===== src/rtl/muldiv_unit.sv =====
// muldiv_unit: iterative unsigned multiply/divide unit for the minicpu execute stage.
//
// Each operation takes XLEN iterations, one per clock edge. The result then comes back
// as a single register-file write-back.
//
// Ports:
//   clk      in   clock, rising edge
//   rst      in   asynchronous reset, active low
//   start    in   request a new operation (sampled only in IDLE)
//   op       in   00 MUL, 01 MULHU, 10 DIVU, 11 REMU
//   rs1_val  in   multiplicand / dividend
//   rs2_val  in   multiplier / divisor
//   rd_addr  in   destination register
//   busy     out  high from the accepting edge through the write-back cycle
//   wb_we    out  one-cycle write-enable pulse (never for x0)
//   wb_addr  out  write-back destination register
//   wb_data  out  write-back result
module muldiv_unit #(
   parameter int unsigned XLEN = 32
) (
   input  logic            clk,
   input  logic            rst,
   input  logic            start,
   input  logic [1:0]      op,
   input  logic [XLEN-1:0] rs1_val,
   input  logic [XLEN-1:0] rs2_val,
   input  logic [4:0]      rd_addr,
   output logic            busy,
   output logic            wb_we,
   output logic [4:0]      wb_addr,
   output logic [XLEN-1:0] wb_data
);

   localparam int unsigned      CntW    = $clog2(XLEN);
   localparam logic [CntW-1:0] LastCnt = CntW'(XLEN - 1);

   typedef enum logic [1:0] {StIdle, StRun, StDone} state_e;

   state_e          r_state, w_state_nxt;
   logic [CntW-1:0] r_cnt;
   logic [1:0]      r_op;
   logic [XLEN-1:0] r_b;        // multiplicand / divisor
   logic [XLEN-1:0] r_hi;       // product high half / partial remainder
   logic [XLEN-1:0] r_lo;       // multiplier bits / dividend-then-quotient bits
   logic [4:0]      r_rd;
   logic [XLEN-1:0] r_wb_data;
   logic [4:0]      r_wb_addr;

   logic            w_last;
   logic [XLEN:0]   w_mul_sum;
   logic [XLEN:0]   w_div_shift;
   logic            w_div_ge;
   logic [XLEN-1:0] w_div_diff;
   logic [XLEN-1:0] w_hi_nxt;
   logic [XLEN-1:0] w_lo_nxt;
   logic [XLEN-1:0] w_result;

   assign w_last = (r_cnt == LastCnt);

   // Shift-add step: conditionally add the multiplicand into the high half, then shift the
   // whole {carry, hi, lo} right by one. The multiplier bits drain out of lo as product
   // bits fill it.
   assign w_mul_sum = {1'b0, r_hi} + (r_lo[0] ? {1'b0, r_b} : '0);

   // Restoring step: shift the next dividend bit into the remainder and subtract the
   // divisor if it fits. The difference is narrower than the shift on purpose: when
   // ge holds, the result is below the divisor. A zero divisor always fits, so the
   // quotient becomes all ones and the remainder becomes the dividend with no special
   // case needed.
   assign w_div_shift = {r_hi, r_lo[XLEN-1]};
   assign w_div_ge    = (w_div_shift >= {1'b0, r_b});
   assign w_div_diff  = w_div_shift[XLEN-1:0] - r_b;

   always_comb begin
      w_hi_nxt = r_hi;
      w_lo_nxt = r_lo;
      if (r_op[1]) begin
         w_hi_nxt = w_div_ge ? w_div_diff : w_div_shift[XLEN-1:0];
         w_lo_nxt = {r_lo[XLEN-2:0], w_div_ge};
      end else begin
         w_hi_nxt = w_mul_sum[XLEN:1];
         w_lo_nxt = {w_mul_sum[0], r_lo[XLEN-1:1]};
      end
   end

   // op[0] picks the high register: MULHU's upper product or REMU's remainder.
   assign w_result = r_op[0] ? w_hi_nxt : w_lo_nxt;

   always_comb begin
      w_state_nxt = r_state;
      case (r_state)
         StIdle:  if (start) w_state_nxt = StRun;
         StRun:   if (w_last) w_state_nxt = StDone;
         StDone:  w_state_nxt = StIdle;
         default: w_state_nxt = StIdle;
      endcase
   end

   always_ff @(posedge clk or negedge rst) begin
      if (!rst) begin
         r_state <= StIdle;
      end else begin
         r_state <= w_state_nxt;
      end
   end

   always_ff @(posedge clk or negedge rst) begin
      if (!rst) begin
         r_cnt     <= '0;
         r_op      <= '0;
         r_b       <= '0;
         r_hi      <= '0;
         r_lo      <= '0;
         r_rd      <= '0;
         r_wb_data <= '0;
         r_wb_addr <= '0;
      end else if (r_state == StIdle) begin
         if (start) begin
            r_cnt <= '0;
            r_op  <= op;
            r_b   <= rs2_val;
            r_hi  <= '0;
            r_lo  <= rs1_val;
            r_rd  <= rd_addr;
         end
      end else if (r_state == StRun) begin
         r_cnt <= r_cnt + 1'b1;
         r_hi  <= w_hi_nxt;
         r_lo  <= w_lo_nxt;
         // Capture the result on the final iteration so it is valid throughout DONE and
         // held afterwards.
         if (w_last) begin
            r_wb_data <= w_result;
            r_wb_addr <= r_rd;
         end
      end
   end

   assign busy    = (r_state != StIdle);
   assign wb_we   = (r_state == StDone) && (r_rd != 5'd0);
   assign wb_addr = r_wb_addr;
   assign wb_data = r_wb_data;

endmodule


===== config.mk =====
export PLATFORM = sky130hd
export DESIGN_NAME = muldiv_unit
export DESIGN_NICKNAME = d
export VERILOG_FILES = /design/src/rtl/muldiv_unit.sv
export SDC_FILE = /design/constraint.sdc
export NUM_CORES = 1
export LEC_CHECK = 0
export CAP_MARGIN = 20
export CORE_MARGIN = 10
export CORE_UTILIZATION = 55
export DETAILED_ROUTE_END_ITERATION = 7
export DONT_BUFFER_PORTS = 1
export GPL_TIMING_DRIVEN = 0
export PLACE_DENSITY = 0.7
export RECOVER_POWER = 25
export SLEW_MARGIN = 20
export SYNTH_ARGS = -nofsm -noshare
export SYNTH_HDL_FRONTEND = slang
export SYNTH_SLANG_ARGS = --single-unit

===== constraint.sdc =====
create_clock -name clk -period 10.6 [get_ports clk]
set_input_delay 0.53 -clock clk [delete_from_list [all_inputs] [get_ports clk]]
set_output_delay 0.53 -clock clk [all_outputs]
set_load 0.03 [all_outputs]

==> results.md <==
* Max-cap violations at 0
* Detailed-route DRC error count at 0
* Crit-path leading delay family: compound AO/OA/AOI/OAI gates
* Cell variety after synth at 73
* Vias in the first global route at between 10000 and 15000
* Worst path bufs/invs at 2
* Final non-filler cell area at roughly 12000 um^2
* Area after DPL at around 11000 um^2
* Vias/cell at approximately 6.5
* Final setup viols at 0
* Top cells by area, synth: dfrtp_1 (33%), o21ai_0 (7.7%), ha_1 (7.5%)
* Worst-Skew Late Latency at around 0.45 ns
* Layout cells sized above 1 at under 10%
* Most common cell after layout, fill and taps aside: nand2_1
* Relative slew slack at 31.85%
* Min-Delay Path Class: primary input to async pin
* R2R Setup Slk at between 5 and 6 ns
* Antenna violations before repair at 2
* Initial DRT Pass Iterations at 6
* Unrepaired setup endpoints after global routing: no
* CTS tree: done
* Post-synthesis sequential area ratio at 33.28%
* DP Wirelength at 31010 um
* Crit. End Element: flop
* P&R area growth vs syn at 8.899%
* Data arrival, critical path at between 5 and 6 ns
* Worst-path clk slew at about 0.08 ns
* Placer Congestion at just under 1
* Sink Count at 147
* Final hold vios at 0
* Crit path kind: flop to flop
* Crit-path slowest cell: a221oi_1
* WL/cell at ~25 um
* Biggest area consumer among synthesized cells: dfrtp_1
* Max H-tree Level at 4
* Util after Layout at between 60% and 70%
* Final wirelength at slightly above 40000 um
* I/O Buffers at 0
* EDFF count, synth at 0
* Die H at 161.8 um
* RR Startpoint: r_lo[0]
* Worst r2r dst: wb_data[22]
* Largest net degree at the start of global routing at roughly 150
* TritonCTS buffer count at 17
* Asr flop ratio synth at between 90% and 100%
* Synth warn at 0
* Core box area at between 15000 and 20000 um^2
* Maximum clock frequency at 188.4 MHz
* R2R cell count at 12
* Post-CTS Setup Bufs at 0
* Fillers at 1805
* Largest stage delay on the critical path at around 0.73 ns
* Mapped Cells at 1364
* Outcome: completed
* Initial Utilization at between 50% and 60%
* Fin crit share at between 50 and 60%
* Grt ovf at 0
* Root buf cell: clkbuf_16
* First-pass GRT wire length at 62660 um
* Net Count, Synth at 1506
* FF+latch count, synth at about 150
* CTS Buffer Depth at 2
* Ys flop type: dfrtp_1
* Via count at 10830
* Final ANT Viol Nets at 0
* Crit path cell chain: clkbuf_1, nand2_1, inv_1, ha_1, a211oi_1, o21ai_0, a221oi_1, o31ai_1, a221oi_1, xor2_1, mux4_2, o21ai_0
* Setup TNS at 0 ns
* Max FO, Critical Path at 10
* Final Critical Period at between 5 and 6 ns
* Commonest non-fill, non-tap cells in the layout: nand2_1 (200), o21ai_0 (169), dfrtp_1 (147)
* Tot GR Track Use at 30.76%
* Post-Syn Area per Cell at 8.103 um^2
* Row count at 51
* Worst-margin pin slew at between 1 and 1.5 ns
* Startpoint Class: flop
* Number of nets in the finished design at 1526
* CTS resizes at 0
* Max-slew violations at 0
* First DRT Iteration DRCs at 1171
* Num ports at 113
* WP data required at about 11 ns
* DIE WIDTH at between 150 and 200 um
* Die area at roughly 26000 um^2
* Worst Clk Skew at roughly 0.016 ns
* Top-area cell type share of the netlist area at around a third
* Synthesized cell area at about 11000 um^2
==> through the flow <==
stage,instances,hold WS [ns],setup WS [ns]
floorplan,1364,0.2344,7.230
global placement,1629,0.2391,5.543
detailed placement,1629,0.2402,5.469
CTS,1662,0.1343,5.461
global route,1663,0.1434,5.055
finish,1664,0.06265,5.292
==> area by class of cell <==
| cell class | instances | area (um^2) | share of cell area (%) |
|---|---|---|---|
| Multi-Input combinational cell | 1068 | 6785 | 56.38 |
| Sequential cell | 147 | 3679 | 30.56 |
| Clock buffer | 18 | 439.2 | 3.649 |
| Buffer | 85 | 347.8 | 2.890 |
| Tap cell | 265 | 331.6 | 2.755 |
| Inverter | 64 | 240.2 | 1.996 |
| Clock inverter | 14 | 180.2 | 1.497 |
| Timing Repair Buffer | 1 | 27.53 | 0.2287 |
| Antenna cell | 2 | 5.005 | 0.04158 |
==> kinds of logic after synthesis <==
group	Yosys count	synth area share (%)
AND/OR/NAND/NOR	463	19.54
buffers and inverters	149	5.321
flip-flops	147	33.28
XOR/XNOR	47	3.725
multiplexers	63	6.861
adder cells (fa/ha/maj)	68	7.834
AO/OA/AOI/OAI	427	23.44
==> worst max path at each step <==
stage               startpoint     endpoint  slack, ns  cells after the start
detailed placement     r_lo[0]  wb_data[22]       5.47                     12
global route           r_lo[0]  wb_data[22]       5.06                     12
floorplan              r_lo[0]  wb_data[29]       7.23                     12
global placement       r_lo[0]  wb_data[22]       5.54                     12
finish                 r_lo[0]  wb_data[22]       5.29                     12
CTS                    r_lo[0]  wb_data[22]       5.46                     12
==> registers in the layout, indices dropped and copies added (netlist names) <==
register  cells
r_b          32
r_cnt         5
r_hi         32
r_lo         32
r_op          2
r_rd          5
r_state       2
wb_addr       5
wb_data      32
==> cell usage after synthesis, types with 4 or more instances <==
| cell | instances |
|---|---|
| nand3_1 | 39 |
| ha_1 | 66 |
| o22ai_1 | 6 |
| a211o_1 | 7 |
| a22o_1 | 5 |
| nor4_1 | 5 |
| nor2b_1 | 10 |
| xor2_1 | 23 |
| inv_1 | 62 |
| xnor2_1 | 24 |
| a211oi_1 | 14 |
| o21ai_0 | 169 |
| nand2_1 | 200 |
| clkbuf_1 | 67 |
| mux2_2 | 14 |
| o31ai_1 | 17 |
| dfrtp_1 | 147 |
| nand2b_1 | 15 |
| o211ai_1 | 15 |
| o21a_1 | 11 |
| mux2i_1 | 39 |
| buf_1 | 7 |
| nand4_1 | 25 |
| o311a_1 | 4 |
| buf_2 | 8 |
| nor2_1 | 78 |
| a21o_1 | 20 |
| and3_1 | 6 |
| a21oi_1 | 101 |
| nor3_1 | 26 |
| mux4_2 | 8 |
| and2_1 | 38 |
| a31oi_1 | 16 |
==> routing by layer <==
layer / track usage, % / vias to the layer above / wire [um]
li1: - / 4938 / -
met1: 41.00 / 5212 / 17170
met2: 47.82 / 601 / 18350
met3: 8.215 / 76 / 4174
met4: 9.471 / 0 / 1092
met5: 0 / - / 0
==> what timing repair did <==
item | 4_1_cts | 5_1_grt
hold buffers | 1 | 0
hold endpoints to repair | 147 | 0
endpoints found under the setup margin | 0 | 0
Power is left out: the tool's default activity adds up to more than one toggle a clock period on the data nets, which glitch-free logic cannot reach.
